`src/rtl/md_scheduler.sv`:
```
// Multiply/divide issue scheduler: latches operands, pulses the multdiv unit, and arbitrates the RegFile write port.
// Optional build macro MD_TIMEOUT_EN adds a 6-bit WAIT timeout that writes 6 to r30.
module md_scheduler (
  input  logic        clock,
  input  logic        reset,
  input  logic        issue_valid,
  input  logic        issue_div,
  input  logic [31:0] issue_a,
  input  logic [31:0] issue_b,
  input  logic [4:0]  issue_rd,
  output logic        issue_ready,
  output logic        md_mult,
  output logic        md_div,
  output logic [31:0] md_opA,
  output logic [31:0] md_opB,
  input  logic [31:0] md_result,
  input  logic        md_exception,
  input  logic        md_rdy,
  input  logic        w_we,
  input  logic [4:0]  w_addr,
  input  logic [31:0] w_data,
  output logic        ctrl_writeEnable,
  output logic [4:0]  ctrl_writeReg,
  output logic [31:0] data_writeReg,
  output logic        stall
);

  typedef enum logic [1:0] {IDLE, START, WAIT, WRITE} state_t;

  state_t      state, state_nxt;
  logic [31:0] op_a_p0, op_b_p0;
  logic        op_div_p0;
  logic [4:0]  op_rd_p0;
  logic [31:0] res_data_p1;
  logic [4:0]  res_dst_p1;
  logic        cap_en;
  logic [31:0] cap_data;
  logic [4:0]  cap_dst;

`ifdef MD_TIMEOUT_EN
  logic [5:0]  tmo_cnt;
`endif

  // Exceptions replace the quotient/product with a cause code bound for r30.
  function automatic logic [31:0] capture_value(input logic exc, input logic div,
                                                input logic [31:0] res);
    if (!exc)     return res;
    else if (div) return 32'd5;
    else          return 32'd4;
  endfunction

  function automatic logic [4:0] capture_dst(input logic exc, input logic [4:0] rd);
    return exc ? 5'd30 : rd;
  endfunction

  always_comb begin
    state_nxt = state;
    cap_en    = 1'b0;
    cap_data  = 32'd0;
    cap_dst   = 5'd0;
    case (state)
      IDLE:  if (issue_valid) state_nxt = START;
      START: state_nxt = WAIT;
      WAIT: begin
        if (md_rdy) begin
          state_nxt = WRITE;
          cap_en    = 1'b1;
          cap_data  = capture_value(md_exception, op_div_p0, md_result);
          cap_dst   = capture_dst(md_exception, op_rd_p0);
        end
`ifdef MD_TIMEOUT_EN
        // Counter reads 62 in the last WAIT cycle, so WRITE lands 63 cycles after entry.
        else if (tmo_cnt == 6'd62) begin
          state_nxt = WRITE;
          cap_en    = 1'b1;
          cap_data  = 32'd6;
          cap_dst   = 5'd30;
        end
`endif
      end
      WRITE: if (!w_we) state_nxt = IDLE;
    endcase
  end

  // Stage p0: operand latch; stage p1: captured result and destination
  always_ff @(posedge clock or posedge reset) begin
    if (reset) begin
      state       <= IDLE;
      op_a_p0     <= 32'd0;
      op_b_p0     <= 32'd0;
      op_div_p0   <= 1'b0;
      op_rd_p0    <= 5'd0;
      res_data_p1 <= 32'd0;
      res_dst_p1  <= 5'd0;
    end else begin
      state <= state_nxt;
      if (state == IDLE && issue_valid) begin
        op_a_p0   <= issue_a;
        op_b_p0   <= issue_b;
        op_div_p0 <= issue_div;
        op_rd_p0  <= issue_rd;
      end
      if (cap_en) begin
        res_data_p1 <= cap_data;
        res_dst_p1  <= cap_dst;
      end
    end
  end

`ifdef MD_TIMEOUT_EN
  always_ff @(posedge clock or posedge reset) begin
    if (reset)               tmo_cnt <= 6'd0;
    else if (state == START) tmo_cnt <= 6'd0;
    else if (state == WAIT)  tmo_cnt <= tmo_cnt + 6'd1;
  end
`endif

  assign issue_ready = (state == IDLE);
  assign md_mult     = (state == START) && !op_div_p0;
  assign md_div      = (state == START) && op_div_p0;
  assign md_opA      = op_a_p0;
  assign md_opB      = op_b_p0;
  assign stall       = (state != IDLE) || issue_valid;

  // Writeback stage owns the port whenever it writes; r0 results are dropped.
  assign ctrl_writeEnable = w_we | ((state == WRITE) && (res_dst_p1 != 5'd0));
  assign ctrl_writeReg    = w_we ? w_addr : res_dst_p1;
  assign data_writeReg    = w_we ? w_data : res_data_p1;

endmodule

```
`config.mk`:
```
export PLATFORM = sky130hd
export DESIGN_NAME = md_scheduler
export DESIGN_NICKNAME = d
export VERILOG_FILES = /design/src/rtl/md_scheduler.sv
export SDC_FILE = /design/constraint.sdc
export NUM_CORES = 1
export LEC_CHECK = 0
export BUFFER_PORTS_ARGS = -buffer_cell sky130_fd_sc_hd__buf_4
export CAP_MARGIN = 20
export CELL_PAD_IN_SITES_DETAIL_PLACEMENT = 1
export CELL_PAD_IN_SITES_GLOBAL_PLACEMENT = 1
export CORE_ASPECT_RATIO = 0.75
export CORE_UTILIZATION = 37
export CTS_CLUSTER_SIZE = 12
export DETAILED_ROUTE_END_ITERATION = 6
export GPL_TIMING_DRIVEN = 0
export PLACE_DENSITY = 0.95
export SYNTH_ARGS = -nofsm -noshare
export SYNTH_HDL_FRONTEND = slang
export SYNTH_SLANG_ARGS = --single-unit
```
`constraint.sdc`:
```
create_clock -name clock -period 6.1 [get_ports clock]
set_input_delay 1.22 -clock clock [delete_from_list [all_inputs] [get_ports clock]]
set_output_delay 1.22 -clock clock [all_outputs]
set_load 0.1 [all_outputs]
```
==> results.sh <==
export IMPL_outcome="completed"
export IMPL_grt_pass1_wl_um=22300
export IMPL_dieArea_mm2=0.0134
export IMPL_crit_chain="buf_4 -> buf_4 -> buf_4 -> mux2_2 -> buf_4"
export IMPL_synth_edf_count=0
export IMPL_drive_above_1_share_pct=61.4
export IMPL_crit_buf_inv=4
export IMPL_min_to="res_data_p1[7]$_DFFE_PP0P_"
export IMPL_syn_to_final_growth_pct=50.7
export IMPL_row_count=35
export IMPL_min_period_ns=3.55
export IMPL_yosysSeqAreaShare_pct=56.8
export IMPL_antenna_cells=0
export IMPL_clk_path_buf_depth=2
export IMPL_detail_route_antenna_nets=0
export IMPL_crit_slowest_cell="mux2_2"
export IMPL_core_area_mm2=0.0125
export IMPL_critPathMostFrequentCell="buf_4"
export IMPL_r2r_cells=6
export IMPL_cpPeakStageDelay_ns=0.36
export IMPL_synth_top_cell_by_area="dfrtp_1"
export IMPL_path_max_fanout=10
export IMPL_insertion_delay_ns=0.33
export IMPL_grt_pass1_vias=4265
export IMPL_cts_reportedPaths_clkPinSlew_ns=0.07
export IMPL_vias_per_cell=4.78
export IMPL_cts_sinks=109
export IMPL_grt_ovfl_total=0
export IMPL_fp_dieW_um=134
export IMPL_grt_max_degree=69
export IMPL_ys_top_cells_by_area="dfrtp_1 57%, mux2_2 25%, nand2b_1 4.4%, o21ai_0 3.6%, nand2_1 3.1%"
export IMPL_synth_ff_type="dfrtp_1"
export IMPL_synth_area_mm2=0.00480
export IMPL_rsz0062_at_grt="no"
export IMPL_cts_buffers=9
export IMPL_hpwl_um=11400
export IMPL_end_kind="output port"
export IMPL_clock_root_buffer="clkbuf_16"
export IMPL_dr_first_iter_drc_count=99
export IMPL_fmax_mhz=282
export IMPL_cp_required_ns=4.88
export IMPL_rr_startpoint="state[0]$_DFFE_PP0P_"
export IMPL_wirelength_um=14200
export IMPL_tightestPinTransition_ns=0.561
export IMPL_period_share_pct=58.2
export IMPL_slew_headroom_pct=62.6
export IMPL_syn_nets=522
export IMPL_syn_inst=372
export IMPL_synth_commonest_cells="109 x dfrtp_1, 108 x mux2_2, 39 x nand2_1"
export IMPL_cts_resized_gates=0
export IMPL_place_gp_congestion=0.783
export IMPL_initial_core_util_pct=38.5
export IMPL_wl_per_cell_um=17.7
export IMPL_ios=251
export IMPL_min_from="res_data_p1[7]$_DFFE_PP0P_"
export IMPL_ys_warn_count=0
export IMPL_r2r_setup_slack_ns=4.36
export IMPL_synth_most_common_cell="dfrtp_1"
export IMPL_synth_top_area_share_pct=56.8
export IMPL_avgSynthCellArea_um2=12.9
export IMPL_fin_nets=783
export IMPL_drc_errors=0
export IMPL_cts_tree="yes"
export IMPL_fin_tns_setup_ns=0
export IMPL_holdPathStages=2
export IMPL_synthArstFlopShare_pct=100
export IMPL_hold_class="flop to flop"
export IMPL_drt_pass1_iterations=5
export IMPL_vias=3845
export IMPL_hold_slack_ns=0.483
export IMPL_final_setup_skew_ns=0.00608
export IMPL_fillers=1303
export IMPL_ys_seq_elements=109
export IMPL_cts_hold_fix_buffers=0
export IMPL_finalHoldViolations=0
export IMPL_cts_htree_levels=3
export IMPL_antenna_found_initial=0
export IMPL_port_buffers=249
export IMPL_synth_cell_types=20
export IMPL_die_y_um=101
export IMPL_worstSetupStartpointType="primary input"
export IMPL_drv_slew=0
export IMPL_critical_path_class="primary input to output port"
export IMPL_track_usage_pct=21.4
export IMPL_drv_cap=0
export IMPL_cp_top_family="buffers and inverters"
export IMPL_crit_arrival_ns=2.33
export IMPL_r2r_end="res_data_p1[31]$_DFFE_PP0P_"
export IMPL_cts_setup_buffers=0
export IMPL_setup_viol=0
[cell usage in the layout, fill, tap and decap left out, types with 6 or more instances in the layout]
cell | netlist | layout
o21ai_0 | 35 | 35
nand2b_1 | 34 | 34
buf_6 | 7 | 7
mux2_2 | 108 | 108
nor2_1 | 6 | 6
nand2_1 | 39 | 39
clkbuf_16 | 0 | 9
buf_4 | 3 | 252
clkbuf_1 | 5 | 7
dfrtp_1 | 109 | 109
buf_2 | 8 | 8
[worst max-delay path by stage]
stage,start,to,slack (ns),cells past startpoint
floorplan,reset,md_opA[0]$_DFFE_PP0P_,2.01,1
global placement,reset,res_data_p1[3]$_DFFE_PP0P_,0.83,2
detailed placement,w_we,data_writeReg[28],2.54,5
CTS,w_we,data_writeReg[28],2.54,5
global route,w_we,data_writeReg[24],2.51,5
finish,w_we,data_writeReg[28],2.55,5
[cell families (layout without fill, tap and decap cells)]
group	Yosys count	after routing	share of synthesized area (%)
mux	109	109	25.5
flops	109	109	56.8
simple gates	84	84	8.60
compound gates	39	39	4.14
buf+inv	26	292	3.57
fa+ha+maj	5	5	1.30
[cell type report]
class,count,area (um2),share of cell area [%]
clock buffer,13,260,3.60
multi-input combinational,237,1900,26.3
tap,166,208,2.87
clock inverter,3,67.6,0.934
buffer,23,160,2.21
inverter,3,13.8,0.190
timing repair buffer,250,1900,26.2
sequential,109,2730,37.7
[worst register-to-register path: cells and delay by family, from the launching register on]
kind / cells / cell delay, ns
buffers and inverters: 3 / 0.67
DFF: 1 / 0.38
adders and majority gates: 1 / 0.24
AOI/OAI and AO/OA: 1 / 0.19
and+or+nand+nor: 1 / 0.11
[per-stage QoR]
step | util (%) | cell area, um2 | worst slack (ns) | std cells
after global placement | 55.1 | 6880 | 0.829 | 787
after global routing | 58.0 | 7230 | 2.51 | 804
after detailed placement | 55.3 | 6910 | 2.54 | 788
after CTS | 58.0 | 7230 | 2.54 | 804
final | 58.0 | 7230 | 2.55 | 804
after floorplan | - | 4800 | 2.01 | 372
[metal layers]
| metal | wire length (um) | GRT usage, % |
|---|---|---|
| met1 | 5670 | 25.0 |
| met5 | 0 | 0 |
| met3 | 842 | 5.43 |
| met2 | 7510 | 39.5 |
| met4 | 194 | 4.90 |
[sequential cells by signal, indices dropped and copies added (netlist names)]
name	flops
op_rd_p0	5
md_opA	32
md_opB	32
state	2
res_data_p1	32
op_div_p0	1
res_dst_p1	5
Power is not shown: default switching activity piles up to over one toggle a cycle in this logic, so the estimate is an artifact.
